`src/rtl/rain_debounce.sv`:
```
// Rain probe debouncer: synchronizes the raw comparator output, qualifies
// wet/dry levels with a stability counter, and reports a clean rain level,
// onset/clear pulses and a saturating count of rain onsets.
module rain_debounce #(
  parameter int SYNC_STAGES = 2,
  parameter int ON_CYCLES   = 16,
  parameter int OFF_CYCLES  = 64
) (
  input  logic       clk,
  input  logic       rst,
  input  logic       rain_raw,
  input  logic       enable,
  input  logic       count_clr,
  output logic       rain_sensor,
  output logic       rain_rise,
  output logic       rain_fall,
  output logic [7:0] event_count
);

  localparam int MAX_CYCLES = (ON_CYCLES > OFF_CYCLES) ? ON_CYCLES : OFF_CYCLES;
  localparam int CNT_W      = $clog2(MAX_CYCLES + 1);

  localparam logic [CNT_W-1:0] ON_LAST  = CNT_W'(ON_CYCLES - 1);
  localparam logic [CNT_W-1:0] OFF_LAST = CNT_W'(OFF_CYCLES - 1);
  localparam logic [CNT_W-1:0] CNT_ZERO = '0;
  localparam logic [CNT_W-1:0] CNT_ONE  = CNT_W'(1);

  typedef enum logic [1:0] {
    DRY      = 2'd0,
    WET_PEND = 2'd1,
    WET      = 2'd2,
    DRY_PEND = 2'd3
  } state_t;

  logic [SYNC_STAGES-1:0] sync_q;
  logic                   s;
  state_t                 state;
  state_t                 state_next;
  logic [CNT_W-1:0]       cnt;
  logic [CNT_W-1:0]       cnt_next;
  logic                   sensor_next;
  logic                   rise_next;
  logic                   fall_next;

  // Shift the asynchronous probe signal through the synchronizer chain.
  always_ff @(posedge clk or posedge rst) begin
    if (rst) begin
      sync_q <= '0;
    end else begin
      sync_q <= {sync_q[SYNC_STAGES-2:0], rain_raw};
    end
  end

  assign s = sync_q[SYNC_STAGES-1];

  // State and stability counter registers.
  always_ff @(posedge clk or posedge rst) begin
    if (rst) begin
      state <= DRY;
      cnt   <= CNT_ZERO;
    end else begin
      state <= state_next;
      cnt   <= cnt_next;
    end
  end

  // Next-state logic: a level must hold for the full qualification window.
  always_comb begin
    state_next = state;
    cnt_next   = cnt;
    if (!enable) begin
      state_next = DRY;
      cnt_next   = CNT_ZERO;
    end else begin
      case (state)
        DRY: begin
          if (s) begin
            state_next = WET_PEND;
            cnt_next   = CNT_ONE;
          end
        end
        WET_PEND: begin
          if (!s) begin
            state_next = DRY;
            cnt_next   = CNT_ZERO;
          end else if (cnt == ON_LAST) begin
            state_next = WET;
            cnt_next   = CNT_ZERO;
          end else begin
            cnt_next = cnt + CNT_ONE;
          end
        end
        WET: begin
          if (!s) begin
            state_next = DRY_PEND;
            cnt_next   = CNT_ONE;
          end
        end
        DRY_PEND: begin
          if (s) begin
            state_next = WET;
            cnt_next   = CNT_ZERO;
          end else if (cnt == OFF_LAST) begin
            state_next = DRY;
            cnt_next   = CNT_ZERO;
          end else begin
            cnt_next = cnt + CNT_ONE;
          end
        end
        default: begin
          state_next = DRY;
          cnt_next   = CNT_ZERO;
        end
      endcase
    end
  end

  // Output decode: the level is rain while wet or still pending dry; disable forces dry.
  always_comb begin
    sensor_next = enable && ((state == WET) || (state == DRY_PEND));
    rise_next   = sensor_next && !rain_sensor;
    fall_next   = !sensor_next && rain_sensor;
  end

  // Registered outputs; clear wins over a same-edge onset, count saturates at 255.
  always_ff @(posedge clk or posedge rst) begin
    if (rst) begin
      rain_sensor <= 1'b0;
      rain_rise   <= 1'b0;
      rain_fall   <= 1'b0;
      event_count <= 8'd0;
    end else begin
      rain_sensor <= sensor_next;
      rain_rise   <= rise_next;
      rain_fall   <= fall_next;
      if (count_clr) begin
        event_count <= 8'd0;
      end else if (rise_next && (event_count != 8'hFF)) begin
        event_count <= event_count + 8'd1;
      end
    end
  end

endmodule

```
`config.mk`:
```
export PLATFORM = sky130hd
export DESIGN_NAME = rain_debounce
export DESIGN_NICKNAME = d
export VERILOG_FILES = /design/src/rtl/rain_debounce.sv
export SDC_FILE = /design/constraint.sdc
export NUM_CORES = 1
export LEC_CHECK = 0
export CAP_MARGIN = 30
export CELL_PAD_IN_SITES_DETAIL_PLACEMENT = 1
export CELL_PAD_IN_SITES_GLOBAL_PLACEMENT = 2
export CORE_UTILIZATION = 36
export CTS_CLUSTER_DIAMETER = 120
export DETAILED_ROUTE_END_ITERATION = 7
export PLACE_DENSITY = 0.84
export SYNTH_ARGS = -nofsm -noshare
export SYNTH_HDL_FRONTEND = slang
export SYNTH_SLANG_ARGS = --single-unit
```
`constraint.sdc`:
```
create_clock -name clk -period 5.1 [get_ports clk]
set_input_delay 1.275 -clock clk [delete_from_list [all_inputs] [get_ports clk]]
set_output_delay 1.275 -clock clk [all_outputs]
set_load 0.02 [all_outputs]
```
Yosys cells after proc, flatten, opt, wreduce, memory -nomap -nowiden. Index checks and enable logic that the tools add are counted.

Register bits after elaboration: 22. Input port bits: 5.

Reduce and logical (&&, ||, !) cells: 11. Equal/unequal tests: 10. Mux-type cells: 18. $add $sub $neg: 2.

Operators by type and width (number): 2-to-1 mux 7 bit (7); case mux 7 bit (4 select lines) (1); 2-to-1 mux 8 bit (2); 2-to-1 mux 2 bit (7); adder 8 x 1 -> 8 bit (second input constant) (1); != test 4 bit (second input constant) (2); != test 8 bit (second input constant) (1); case mux 2 bit (4 select lines) (1); adder 7 x 1 -> 7 bit (second input constant) (1); equality test 7 x 4 -> 1 bit (second input constant) (1); equality test 7 x 6 -> 1 bit (second input constant) (1); != test 3 bit (second input constant) (2); equality test 2 bit (second input constant) (2); logical AND 1 bit (4); AND reduction 4 bit (1); equality test 2 x 1 -> 1 bit (second input constant) (1); zero test 1 bit (2); zero test 2 bit (1); AND reduction 2 bit (1); nonzero test 2 bit (1); logical OR 1 bit (1).

Logic depth before layout (Yosys ltp).
Depth after elaboration: 7. Depth in mapped cells: 7.

Worst setup path before layout. No wires, ideal clock.

Kind: input port to flip-flop. Start: input port enable. End: register event_count[3]. Slack: 2630 ps. Setup time: 78 ps. Stages on the path: 6. Data arrival time: 2392 ps. Cell sequence: buf_4 nand2_2 a311o_1 buf_6 or3_1 a21oi_1.

Cells in the longest elaborated chain, start to end: 4.

RTL lines: from (decl) (RTL line 12) `input logic enable,`; logical AND 1 bit (RTL line 120) `sensor_next = enable && ((state == WET) || (state == DRY_PEND));`; logical AND 1 bit (RTL line 121) `rise_next = sensor_next && !rain_sensor;`; logical AND 1 bit (RTL line 138) `end else if (rise_next && (event_count != 8'hFF)) begin`; nonzero test 2 bit (no source line); to (signal assigned) (RTL line 139) `event_count <= event_count + 8'd1;`; to (decl) (RTL line 17) `output logic [7:0] event_count`.

No other way between the ends. A chain may end at the register's enable or synchronous reset.

Worst setup path after layout.
Start: input port enable. End: register event_count[4].

Same word-level chain as after synthesis.

==> impl_metrics.ini <==
[outcome]
status = finished clean

[logic_synthesis]
synth-edff-count = 0
synth_fp_nets = 126
yosys_warnings = 0
yosysSeqAreaShare = 0.472
synth_seq_cells = 22
synth_ff_type = dfrtp_1
synth.avg_cell_area_um2 = 9.81
synthArstFlopShare = 1.00
synth_area_um2 = 1170
ys_types = 37
synth_cells = 119

[placed_design]
portBuffers = 15
gp_congestion = 0.741
place_hpwl_um = 1840
place_inst = 173

[floorplanning]
core_area_um2 = 3050
pin_count = 16
initial_core_util = 0.382
rows = 20
die_y_um = 58.9
die-area_um2 = 3470
die_width_um = 58.9

[cts]
cts_sinks = 22
ctsResizeCount = 0
cts_buffers = 3
root_buffer = clkbuf_4
clk_path_buf_depth = 2
clock_latency_ns = 0.31
htree_levels = 1
cts_setup_buffers = 0
cts.clk_slew.worst_paths_ns = 0.12
cts_hold_buf = 0
cts_tree = yes

[global_route]
antenna_found_initial = 0
grt_pass1_wl_um = 4130
grt_max_degree = 23
grt_overflow = 0
grtUsageTotal = 0.162
grt_pass1_vias = 894

[final_layout]
antenna_cells = 0
nets = 141
drive_gt1_frac = 0.0682
final_cells = 176
area_growth_pct = 16.6
fin_util = 0.446

[drt]
vias = 910
first_pass_iters = 4
route.detailed.drc = 0
drtIter0Drc = 31
via_per_inst = 5.17
final_antenna_net_count = 0
wire_per_inst_um = 13.8
wl_um = 2440

[timing]
max_freq_mhz = 354
fin_tns_setup_ns = 0
tightest_slew_ns = 0.885
drv_slew = 0
period_minus_slack_ns = 2.83
setup_viol = 0
skew_ns = 0.00226
rsz0062_at_grt = false
finalHoldViolCount = 0
finalCritPeriodShare = 0.554
relSlewSlack = 0.409

[power]
power-per-cell-area_nw_per_um2 = 207
p_leak_nw = 0.575
pwr-share-seq = 0.642
comb_power_share = 0.067
power_switching_uw = 68.8
swShare = 0.245
power_uw = 281
p_int_uw = 212
peakVddDrop_v = 0.000134
p_clk_frac = 0.291

[min_path]
worstHoldStart = sync_q[0]
holdPathEnd = sync_q[1]
holdPathStages = 0
holdCritPathClass = register to register

[critical_path]
r2r-end = cnt[5]
ff2ff_setup_slack_ns = 3.08
crit_type = input port to register
r2r_cells = 6
required_ns = 5.34
rr_startpoint = cnt[0]
critPathMaxFanout = 11
worst_setup_path_start_kind = input port
cp-end-kind = register
cp_data_arrival_time_ns = 3.07

[flow_run]
drv_cap = 0
## critical path, cell delays in order
cell	delay, ns
clkdlybuf4s50_1	0.62
nand2_2	0.13
a311o_1	0.50
or3_1	0.40
a21oi_1	0.15
## area by class of cell
type / instances / area (µm²)
fillers: 369 / 1690
well taps: 44 / 55.1
repair buffers: 15 / 150
inverters: 5 / 18.8
multi-input cells: 87 / 564
flip-flops and latches: 22 / 551
clock buffers: 3 / 22.5
## through the flow
step                      hold slack (ns)  setup slack [ns]  instance area, µm²
after CTS                           0.374              2.27                1360
after global placement              0.337              2.00                1340
after detailed placement            0.341              1.92                1340
after global routing                0.383              2.12                1360
after floorplan                     0.331              2.63                1170
final                               0.371              2.27                1360
## cell usage after synthesis (2+ instances only)
cell type,number,area share
a21oi_1,9,0.039
a22oi_1,2,0.013
a31oi_1,2,0.011
and2_1,3,0.016
and4_1,2,0.015
buf_4,2,0.013
dfrtp_1,22,0.47
ha_1,2,0.021
inv_1,5,0.016
nand2_1,10,0.032
nand3_1,4,0.017
nand4_1,3,0.016
nor2_1,11,0.035
nor2b_1,5,0.027
nor3_1,3,0.013
nor4_4,2,0.036
o21ai_0,5,0.021
o22ai_1,2,0.011
or3_1,3,0.016
xnor2_1,5,0.038
## cell families (layout without fill, tap and decap cells)
| family | after synthesis | in the layout | share of synthesized area |
|---|---|---|---|
| multiplexers | 1 | 1 | 0.00857 |
| AO/OA/AOI/OAI | 27 | 27 | 0.151 |
| flip-flops | 22 | 22 | 0.472 |
| XOR/XNOR | 6 | 6 | 0.0450 |
| adder cells (fa/ha/maj) | 2 | 2 | 0.0214 |
| buffers and inverters | 10 | 23 | 0.0450 |
| AND/OR/NAND/NOR | 51 | 51 | 0.257 |
## how the worst max path moves through the flow
stage                start        endpoint  slack [ns]  cells after the start
global placement    enable  event_count[6]        2.00                      5
floorplan           enable  event_count[3]        2.63                      6
detailed placement  enable  event_count[4]        1.92                      5
global route        enable  event_count[4]        2.12                      5
finish              enable  event_count[4]        2.27                      5
CTS                 enable  event_count[4]        2.27                      5
## registers in the layout, summed over array words and instances (netlist names)
| signal | cells |
|---|---|
| cnt | 7 |
| event_count | 8 |
| rain_fall | 1 |
| rain_rise | 1 |
| rain_sensor | 1 |
| state | 2 |
| sync_q | 2 |
## layer usage
layer	wire, µm	up-vias	GRT usage
li1	-	452	-
met1	1200	439	0.216
met2	1100	15	0.253
met3	106	4	0.0462
met4	28	0	0.0510
met5	0	-	0
## placed cells by master (no fill, tap or decap), drive strengths merged, types with 2 or more instances in the layout
master / netlist / final
dfrtp: 22 / 22
clkdlybuf4s50: 0 / 15
nor2: 11 / 11
nand2: 11 / 11
a21oi: 9 / 9
nor2b: 5 / 5
xnor2: 5 / 5
inv: 5 / 5
o21ai: 5 / 5
nand3: 5 / 5
nor3: 4 / 4
and2: 3 / 3
or3: 3 / 3
nand4: 3 / 3
clkbuf: 1 / 3
a22oi: 2 / 2
nor4: 2 / 2
and4: 2 / 2
o22ai: 2 / 2
a31oi: 2 / 2
ha: 2 / 2
## power by group through the flow
stage | combinational (mW) | clock [mW] | sequential [mW]
6_report | 0.0189 | 0.0817 | 0.181
3_3_place_gp | 0.0188 | 0 | 0.184
4_1_cts | 0.0196 | 0.0857 | 0.181
2_1_floorplan | 0.0144 | 0 | 0.182
5_1_grt | 0.0215 | 0.0899 | 0.181
3_5_place_dp | 0.0196 | 0 | 0.184
Power figures use the tool's default switching activity.
